[config.mk]
export PLATFORM = sky130hd
export DESIGN_NAME = spi_shift_engine_flat
export DESIGN_NICKNAME = d
export VERILOG_FILES = /design/src/rtl/spi_shift_engine_if.sv /design/src/rtl/spi_shift_engine.sv /design/src/flat_wrapper.sv
export SDC_FILE = /design/constraint.sdc
export NUM_CORES = 1
export LEC_CHECK = 0
export CAP_MARGIN = 20
export CORE_ASPECT_RATIO = 0.8
export CORE_MARGIN = 2
export CORE_UTILIZATION = 55
export CTS_BUF_LIST = sky130_fd_sc_hd__clkbuf_4 sky130_fd_sc_hd__clkbuf_8 sky130_fd_sc_hd__clkbuf_16
export CTS_CLUSTER_DIAMETER = 60
export CTS_CLUSTER_SIZE = 40
export DETAILED_ROUTE_END_ITERATION = 7
export GPL_ROUTABILITY_DRIVEN = 0
export PLACE_DENSITY = 0.95
export SETUP_SLACK_MARGIN = 0.2
export SLEW_MARGIN = 5
export SYNTH_ARGS = -nofsm -noshare
export SYNTH_HDL_FRONTEND = slang
export SYNTH_SLANG_ARGS = --single-unit
[constraint.sdc]
create_clock -name clk -period 6.2 [get_ports clk]
set_clock_uncertainty 0.2 [all_clocks]
set_input_delay 1.24 -clock clk [delete_from_list [all_inputs] [get_ports clk]]
set_output_delay 1.24 -clock clk [all_outputs]
set_load 0.01 [all_outputs]
[src/rtl/spi_shift_engine_if.sv]
// spi_shift_engine_if: FIFO-side and SPI-pin signals of the SPI shift engine.
interface spi_shift_engine_if #(
  parameter int DATA_WIDTH = 32,
  parameter int DIV_WIDTH  = 8
);
  logic                  enable;
  logic                  cpol;
  logic                  cpha;
  logic [4:0]            datalen;
  logic [DIV_WIDTH-1:0]  clk_div;
  logic                  tfifo_empty;
  logic [DATA_WIDTH-1:0] tfifo_rdata;
  logic                  tfifo_ren;
  logic                  rfifo_full;
  logic [DATA_WIDTH-1:0] rfifo_wdata;
  logic                  rfifo_wen;
  logic                  ovr_clr;
  logic                  sclk;
  logic                  mosi;
  logic                  miso;
  logic                  ss_n;
  logic                  busy;
  logic                  rx_overrun;
  modport master (
    input  enable, cpol, cpha, datalen, clk_div, tfifo_empty, tfifo_rdata, rfifo_full, ovr_clr, miso,
    output tfifo_ren, rfifo_wdata, rfifo_wen, sclk, mosi, ss_n, busy, rx_overrun
  );
  modport slave (
    output enable, cpol, cpha, datalen, clk_div, tfifo_empty, tfifo_rdata, rfifo_full, ovr_clr, miso,
    input  tfifo_ren, rfifo_wdata, rfifo_wen, sclk, mosi, ss_n, busy, rx_overrun
  );
endinterface

[src/rtl/spi_shift_engine.sv]
// spi_shift_engine: SPI master serialiser between the TX/RX FIFOs and the SPI pins, bit 0 first.
module spi_shift_engine #(
  parameter int DATA_WIDTH = 32,
  parameter int DIV_WIDTH  = 8
) (
  input logic clk,
  input logic rst,
  spi_shift_engine_if.master bus
);
  typedef enum logic [2:0] {IDLE, LOAD, LEAD, SHIFT, TRAIL} state_t;
  state_t                state_q;
  logic [DATA_WIDTH-1:0] tx_sr_q, rx_sr_q;
  logic [DIV_WIDTH-1:0]  cnt_q, div_q;
  logic [5:0]            edge_q;
  logic [4:0]            len_q;
  logic                  cpol_q, cpha_q, first_q, sclk_q, mosi_q, ss_n_q, ovr_q;
  logic                  tick, go, last, smp, trail_done, push_slot;
  assign tick       = cnt_q == '0;
  assign go         = bus.enable & !bus.tfifo_empty;
  assign last       = edge_q == {len_q, 1'b1};
  assign smp        = edge_q[0] == cpha_q;
  assign trail_done = (state_q == TRAIL) & !first_q & tick;
  assign push_slot  = (state_q == TRAIL) & first_q;
  // Pop and push are decoded from live FIFO flags so they can never fire on empty/full.
  assign bus.tfifo_ren   = go & ((state_q == IDLE) | trail_done);
  assign bus.rfifo_wen   = push_slot & !bus.rfifo_full;
  assign bus.rfifo_wdata = rx_sr_q;
  assign bus.sclk        = sclk_q;
  assign bus.mosi        = mosi_q;
  assign bus.ss_n        = ss_n_q;
  assign bus.busy        = state_q != IDLE;
  assign bus.rx_overrun  = ovr_q;
  always_ff @(posedge clk) begin
    if (rst) begin
      state_q <= IDLE;
      tx_sr_q <= '0;
      rx_sr_q <= '0;
      cnt_q   <= '0;
      div_q   <= '0;
      edge_q  <= '0;
      len_q   <= '0;
      cpol_q  <= 1'b0;
      cpha_q  <= 1'b0;
      first_q <= 1'b0;
      sclk_q  <= 1'b0;
      mosi_q  <= 1'b0;
      ss_n_q  <= 1'b1;
      ovr_q   <= 1'b0;
    end else begin
      ovr_q <= (push_slot & bus.rfifo_full) | (ovr_q & !bus.ovr_clr);
      case (state_q)
        IDLE: begin
          sclk_q <= bus.cpol;
          if (go) state_q <= LOAD;
        end
        LOAD: begin
          cpol_q  <= bus.cpol;
          cpha_q  <= bus.cpha;
          len_q   <= bus.datalen;
          div_q   <= bus.clk_div;
          cnt_q   <= bus.clk_div;
          tx_sr_q <= bus.tfifo_rdata;
          rx_sr_q <= '0;
          edge_q  <= '0;
          ss_n_q  <= 1'b0;
          sclk_q  <= bus.cpol;
          if (!bus.cpha) mosi_q <= bus.tfifo_rdata[0];
          state_q <= LEAD;
        end
        LEAD: begin
          cnt_q <= tick ? div_q : cnt_q - 1'b1;
          if (tick) state_q <= SHIFT;
        end
        SHIFT: begin
          if (!tick) cnt_q <= cnt_q - 1'b1;
          else begin
            cnt_q  <= div_q;
            sclk_q <= last ? cpol_q : !sclk_q;
            edge_q <= edge_q + 1'b1;
            if (smp) rx_sr_q <= {rx_sr_q[DATA_WIDTH-2:0], bus.miso};
            else if (!last) begin
              mosi_q  <= cpha_q ? tx_sr_q[0] : tx_sr_q[1];
              tx_sr_q <= tx_sr_q >> 1;
            end
            if (last) begin
              state_q <= TRAIL;
              first_q <= 1'b1;
            end
          end
        end
        TRAIL: begin
          // The first TRAIL cycle is the push slot; the half-period hold follows it.
          if (first_q) first_q <= 1'b0;
          else if (!tick) cnt_q <= cnt_q - 1'b1;
          else if (go) state_q <= LOAD;
          else begin
            state_q <= IDLE;
            ss_n_q  <= 1'b1;
            mosi_q  <= 1'b0;
          end
        end
        default: state_q <= IDLE;
      endcase
    end
  end
endmodule

[src/flat_wrapper.sv]
// flat-port wrapper written by rule: the top's interface ports become plain ports
module spi_shift_engine_flat 
#(
  parameter int DATA_WIDTH = 32,
  parameter int DIV_WIDTH  = 8
)
  (clk, rst, bus_enable, bus_cpol, bus_cpha, bus_datalen, bus_clk_div, bus_tfifo_empty, bus_tfifo_rdata, bus_rfifo_full, bus_ovr_clr, bus_miso, bus_tfifo_ren, bus_rfifo_wdata, bus_rfifo_wen, bus_sclk, bus_mosi, bus_ss_n, bus_busy, bus_rx_overrun);
  spi_shift_engine_if #(.DATA_WIDTH(DATA_WIDTH), .DIV_WIDTH(DIV_WIDTH)) bus_i ();
  input logic clk;
  input logic rst;
  input wire logic [$bits(bus_i.enable)-1:0] bus_enable;
  input wire logic [$bits(bus_i.cpol)-1:0] bus_cpol;
  input wire logic [$bits(bus_i.cpha)-1:0] bus_cpha;
  input wire logic [$bits(bus_i.datalen)-1:0] bus_datalen;
  input wire logic [$bits(bus_i.clk_div)-1:0] bus_clk_div;
  input wire logic [$bits(bus_i.tfifo_empty)-1:0] bus_tfifo_empty;
  input wire logic [$bits(bus_i.tfifo_rdata)-1:0] bus_tfifo_rdata;
  input wire logic [$bits(bus_i.rfifo_full)-1:0] bus_rfifo_full;
  input wire logic [$bits(bus_i.ovr_clr)-1:0] bus_ovr_clr;
  input wire logic [$bits(bus_i.miso)-1:0] bus_miso;
  output wire logic [$bits(bus_i.tfifo_ren)-1:0] bus_tfifo_ren;
  output wire logic [$bits(bus_i.rfifo_wdata)-1:0] bus_rfifo_wdata;
  output wire logic [$bits(bus_i.rfifo_wen)-1:0] bus_rfifo_wen;
  output wire logic [$bits(bus_i.sclk)-1:0] bus_sclk;
  output wire logic [$bits(bus_i.mosi)-1:0] bus_mosi;
  output wire logic [$bits(bus_i.ss_n)-1:0] bus_ss_n;
  output wire logic [$bits(bus_i.busy)-1:0] bus_busy;
  output wire logic [$bits(bus_i.rx_overrun)-1:0] bus_rx_overrun;
  assign bus_i.enable = bus_enable;
  assign bus_i.cpol = bus_cpol;
  assign bus_i.cpha = bus_cpha;
  assign bus_i.datalen = bus_datalen;
  assign bus_i.clk_div = bus_clk_div;
  assign bus_i.tfifo_empty = bus_tfifo_empty;
  assign bus_i.tfifo_rdata = bus_tfifo_rdata;
  assign bus_i.rfifo_full = bus_rfifo_full;
  assign bus_i.ovr_clr = bus_ovr_clr;
  assign bus_i.miso = bus_miso;
  assign bus_tfifo_ren = bus_i.tfifo_ren;
  assign bus_rfifo_wdata = bus_i.rfifo_wdata;
  assign bus_rfifo_wen = bus_i.rfifo_wen;
  assign bus_sclk = bus_i.sclk;
  assign bus_mosi = bus_i.mosi;
  assign bus_ss_n = bus_i.ss_n;
  assign bus_busy = bus_i.busy;
  assign bus_rx_overrun = bus_i.rx_overrun;
  spi_shift_engine #(.DATA_WIDTH(DATA_WIDTH), .DIV_WIDTH(DIV_WIDTH)) u_core (.clk(clk), .rst(rst), .bus(bus_i));
endmodule
* After elaboration in Yosys (flattened, before gate mapping)
Index checks and enable logic that the tools add are counted.
Word-level totals: register bits after elaboration 101, input bits 54, output and inout port bits 39, logic and storage cells 109
Cells by class: $add $sub $neg 2, equality and inequality tests 18, multiplexer cells 40, bitwise gates (word level) 10, reductions and logical operators 25
Operator list (number):
- two-way mux 32 bit | 5
- case mux 32 bit (2 select lines) | 2
- two-way mux 8 bit | 3
- case mux 8 bit (3 select lines) | 1
- two-way mux 3 bit | 6
- two-way mux 1 bit | 16
- case mux 3 bit (5 select lines) | 1
- inequality test 2 x 1 -> 1 bit (second input constant) | 6
- inequality test 2 bit (second input constant) | 6
- case mux 6 bit (2 select lines) | 1
- AND reduction 3 bit | 3
- nonzero test 3 bit | 3
- AND 1 bit | 8
- zero test 8 bit | 1
- AND reduction 4 bit | 2
- AND reduction 8 bit | 1
- nonzero test 2 bit | 4
- subtractor 8 x 1 -> 8 bit (second input constant) | 1
- adder 6 x 1 -> 6 bit (second input constant) | 1
- equality test 3 x 2 -> 1 bit (second input constant) | 2
- equality test 6 bit | 1
- two-way mux 6 bit | 1
- case mux 1 bit (2 select lines) | 3
- AND reduction 6 bit | 1
- 9 further kinds | 16

* Depth between registers and ports, before layout
depth after elaboration 6, depth in mapped cells 9, gate-level depth less buffers 7

* Worst setup path before layout
OpenSTA, ideal clock, no wires.
kind reg-to-output, start point reg u_core.cnt_q[0], end point out bus_tfifo_ren, data arrival time 1.718 ns, data required time 4.760 ns, path slack 3.042 ns, stages on the path, launching flop included 8, path through dfxtp_1 inv_1 ha_1 or4b_4 nor2_4 buf_6 nand2_4 a2111oi_4
On the way: cells in the longest elaborated chain, start to end 4
RTL lines:
- start: declaration | RTL line spi_shift_engine.sv:13 | logic [DIV_WIDTH-1:0] cnt_q, div_q;
- start signal: assignment | RTL line spi_shift_engine.sv:61 | cnt_q <= bus.clk_div;
- start signal: assignment | RTL line spi_shift_engine.sv:71 | cnt_q <= tick ? div_q : cnt_q - 1'b1;
- start signal: assignment | RTL line spi_shift_engine.sv:75 | if (!tick) cnt_q <= cnt_q - 1'b1;
- zero test 8 bit | RTL line spi_shift_engine.sv:18 | assign tick = cnt_q == '0;
- AND 1 bit | RTL line spi_shift_engine.sv:22 | assign trail_done = (state_q == TRAIL) & !first_q & tick;
- bitwise OR 1 bit | RTL line spi_shift_engine.sv:25 | assign bus.tfifo_ren = go & ((state_q == IDLE) | trail_done);
- AND 1 bit | RTL line spi_shift_engine.sv:25
- end: declaration | RTL line flat_wrapper.sv:21 | output wire logic [$bits(bus_i.tfifo_ren)-1:0] bus_tfifo_ren;
No other way between the ends.

* Worst setup path after layout
Same ends and word-level chain as after synthesis.

==> flow_metrics.py <==
metrics = {
    "run_status": {
        "status": "completed",
    },
    "logic_synthesis": {
        "synth_compound_area_frac": 0.252,
        "muxShareOfSynthArea": 0.00466,
        "synth_edf_count": 0,
        "ys_async_sr_fraction": 0,
        "yosys.area.top_type": "dfxtp_1",
        "avgSynthCellArea_sq_um": 8.20,
        "synth_cell_type_count": 58,
        "syn_nets": 614,
        "synthTopCellsByArea": "dfxtp_1, nand2_1, a311oi_1",
        "netlist_area_sq_um": 4570,
        "synth_seq_cells": 101,
        "synthFlopType": "dfxtp_1",
        "synth_simple_gate_area_share": 0.218,
        "yosys.area_share.adder": 0.00822,
        "post_synth_xor_area_fraction": 0.0192,
        "yosys.area.top_type_share": 0.443,
        "synth_top_family_by_area": "compound AO/OA/AOI/OAI gates",
        "ys_seq_area_frac": 0.443,
        "yosysWarnings": 0,
        "synth_cells": 557,
    },
    "critical_path": {
        "path_cells": "inv_1 > ha_1 > or4b_4 > nor2_4 > nand2_4 > a2111oi_4 > clkdlybuf4s50_1",
        "crit_fanout": 11,
        "rr_endpoint": "u_core.tx_sr_q[14]",
        "setup.worst_path.start": "u_core.cnt_q[0]",
        "r2r_slack_ps": 2610,
        "endpoint_kind": "output pin",
        "r2r_cells": 6,
        "worstPathArrival_ps": 2860,
        "crit_slowest_cell": "clkdlybuf4s50_1",
        "crit_type": "flop to output pin",
        "slowest_delay_ps": 610,
        "crit_end": "bus_tfifo_ren",
        "worstPathRequired_ps": 4760,
        "start_kind": "flop",
        "worstReg2RegStart": "u_core.state_q[1]",
    },
    "placed_design": {
        "buffer_ports.inserted": 92,
        "dpl.hpwl_microns": 7840,
    },
    "sta": {
        "finalHoldViolations": 0,
        "timing.slew.headroom": 0.278,
        "tns_ps": 0,
        "clock.fmax_mhz": 232,
        "holdWs_ps": 272,
        "layout_min_cycle_time_ps": 4300,
        "setup_violations": 0,
        "rsz0062_at_grt": "no",
        "tightest_slew_ps": 1080,
        "maxSlewViolCount": 0,
        "timing.final.crit_share": 0.694,
    },
    "layout": {
        "final_core_util": 0.709,
        "diodes": 0,
        "drive_gt1_frac": 0.0546,
        "fin_nets": 675,
        "area_delta_synth_final_pct": 24.0,
        "fillers": 604,
        "multi_input_area_sq_um": 2290,
        "seq_area_sq_um": 2020,
    },
    "global_route": {
        "grt_overflow_total": 0,
        "grt_pass1_wl_microns": 19200,
        "antenna_found_initial": 0,
        "grt_use_total": 0.260,
        "grt_max_degree": 71,
        "grt_pass1_vias": 4102,
    },
    "clock_tree": {
        "cts_inserted_buffers": 9,
        "cts_max_level": 3,
        "clk_pin_slew_worst_paths_ps": 90,
        "clock_sinks": 101,
        "clock_latency_ps": 370,
        "cts.repair.resized": 0,
        "post-cts-setup-buffer-count": 0,
        "cts_tree": "built",
        "root_buffer": "clkbuf_8",
        "hold_buffers": 0,
        "cts_buffer_depth": 2,
    },
    "routing": {
        "vias": 4476,
        "wl_microns": 11600,
        "drtPass1Iterations": 5,
        "antenna_left": 0,
        "vias_per_cell": 6.12,
        "wl_per_cell_microns": 15.9,
        "drt_iter0_drc": 413,
        "drc_errors": 0,
    },
    "power_and_ir_drop": {
        "power.total_mw": 1.40,
        "p_leak_nw": 2.01,
        "power_density_nw_per_um2": 247,
        "ir_worst_vdd_uv": 147,
    },
    "floorplan": {
        "core_sq_um": 7980,
        "start_util": 0.572,
        "pin_count": 93,
        "die_area_sq_um": 9050,
        "die_w_microns": 106,
        "row_count": 29,
        "die_h_microns": 85.5,
    },
    "flow_run": {
        "cap_violations": 0,
    },
    "min_path": {
        "hold_class": "flop to flop",
    },
}
[registers in the layout, indices dropped and copies added, names as in the netlist]
| register | cells |
|---|---|
| u_core.first_q | 1 |
| u_core.tx_sr_q | 32 |
| u_core.cpol_q | 1 |
| u_core.bus.mosi | 1 |
| u_core.cpha_q | 1 |
| u_core.div_q | 8 |
| u_core.bus.rfifo_wdata | 32 |
| u_core.cnt_q | 8 |
| u_core.bus.sclk | 1 |
| u_core.bus.rx_overrun | 1 |
| u_core.edge_q | 6 |
| u_core.bus.ss_n | 1 |
| u_core.state_q | 3 |
| u_core.len_q | 5 |
[cell usage after synthesis (4+ instances only)]
cell type,instances
o21ai_0,13
or3_1,4
buf_2,8
dfxtp_1,101
inv_1,8
buf_4,6
nand2b_1,5
xor2_1,9
o32ai_1,4
nor3_1,10
clkbuf_1,31
a21oi_1,57
a31oi_1,4
a311oi_1,33
nand3_1,13
nor2_1,52
nand2_1,105
a22oi_1,34
nor2b_1,6
and2_1,5
[cells by family after synthesis]
logic type	after synthesis
muxes	2
buffers and inverters	56
xor gates and xnor gates	10
AOI/OAI and AO/OA	166
and+or+nand+nor	219
adders and majority gates	3
DFF	101
[layout make-up]
class                           count  share of cell area
Multi-Input combinational cell    400               0.405
Sequential cell                   101               0.357
Timing Repair Buffer               98               0.173
Tap cell                          108              0.0239
Clock buffer                       10              0.0232
Clock inverter                      6              0.0122
Inverter                            8             0.00530
[through the flow]
step / std cells / cell area, sq um / setup slack, ps
global placement: 714 / 5430 / 2050
CTS: 730 / 5630 / 1920
finish: 731 / 5660 / 1900
floorplan: 557 / 4570 / 3040
detailed placement: 714 / 5430 / 2000
global route: 731 / 5660 / 1760
[cell usage in the layout, fill, tap and decap left out, types with 2 or more instances in the layout]
cell and n:
nand2_1 105, dfxtp_1 101, clkdlybuf4s50_1 91, a21oi_1 57
nor2_1 52, a22oi_1 34, a311oi_1 33, o21ai_0 13
nand3_1 13, nor3_1 10, xor2_1 9, clkbuf_8 9
inv_1 8, nor2b_1 6, nand2b_1 5, and2_1 5
buf_4 5, or3_1 4, a31oi_1 4, o32ai_1 4
nand3b_1 3, a32oi_1 3, ha_1 3, nor4_1 2
o21ai_1 2, a221oi_1 2, o2bb2ai_1 2, and3_1 2
inv_6 2
[power breakdown]
group	switching [mW]	internal (mW)
clock network	0.231	0.194
logic	0.156	0.105
registers	0.0280	0.681
total	0.415	0.981
[worst max-delay path, delay by kind of cell (launching register included)]
kind,cells,cell delay [ps]
simple gates,3,860
buf+inv,2,710
compound gates,1,430
flops,1,330
fa+ha+maj,1,170
[worst min-delay path by stage]
stage / slack (ps) / cells after the start / to / startpoint
5_1_grt: 300 / 2 / u_core.div_q[6] / u_core.div_q[6]
2_1_floorplan: 230 / 2 / u_core.div_q[6] / u_core.div_q[6]
6_report: 270 / 2 / u_core.div_q[6] / u_core.div_q[6]
3_3_place_gp: 240 / 2 / u_core.cpol_q / u_core.cpol_q
3_5_place_dp: 250 / 2 / u_core.div_q[6] / u_core.div_q[6]
4_1_cts: 270 / 2 / u_core.div_q[0] / u_core.div_q[0]
[per-layer routing]
| metal | wire, microns | global-route usage | up-vias |
|---|---|---|---|
| met1 | 5110 | 0.350 | 2097 |
| met3 | 909 | 0.0570 | 28 |
| met4 | 303 | 0.0957 | 0 |
| li1 | - | - | 2114 |
| met2 | 5330 | 0.413 | 237 |
| met5 | 0 | 0 | - |
Note: power is estimated with default switching activity, not from simulation.
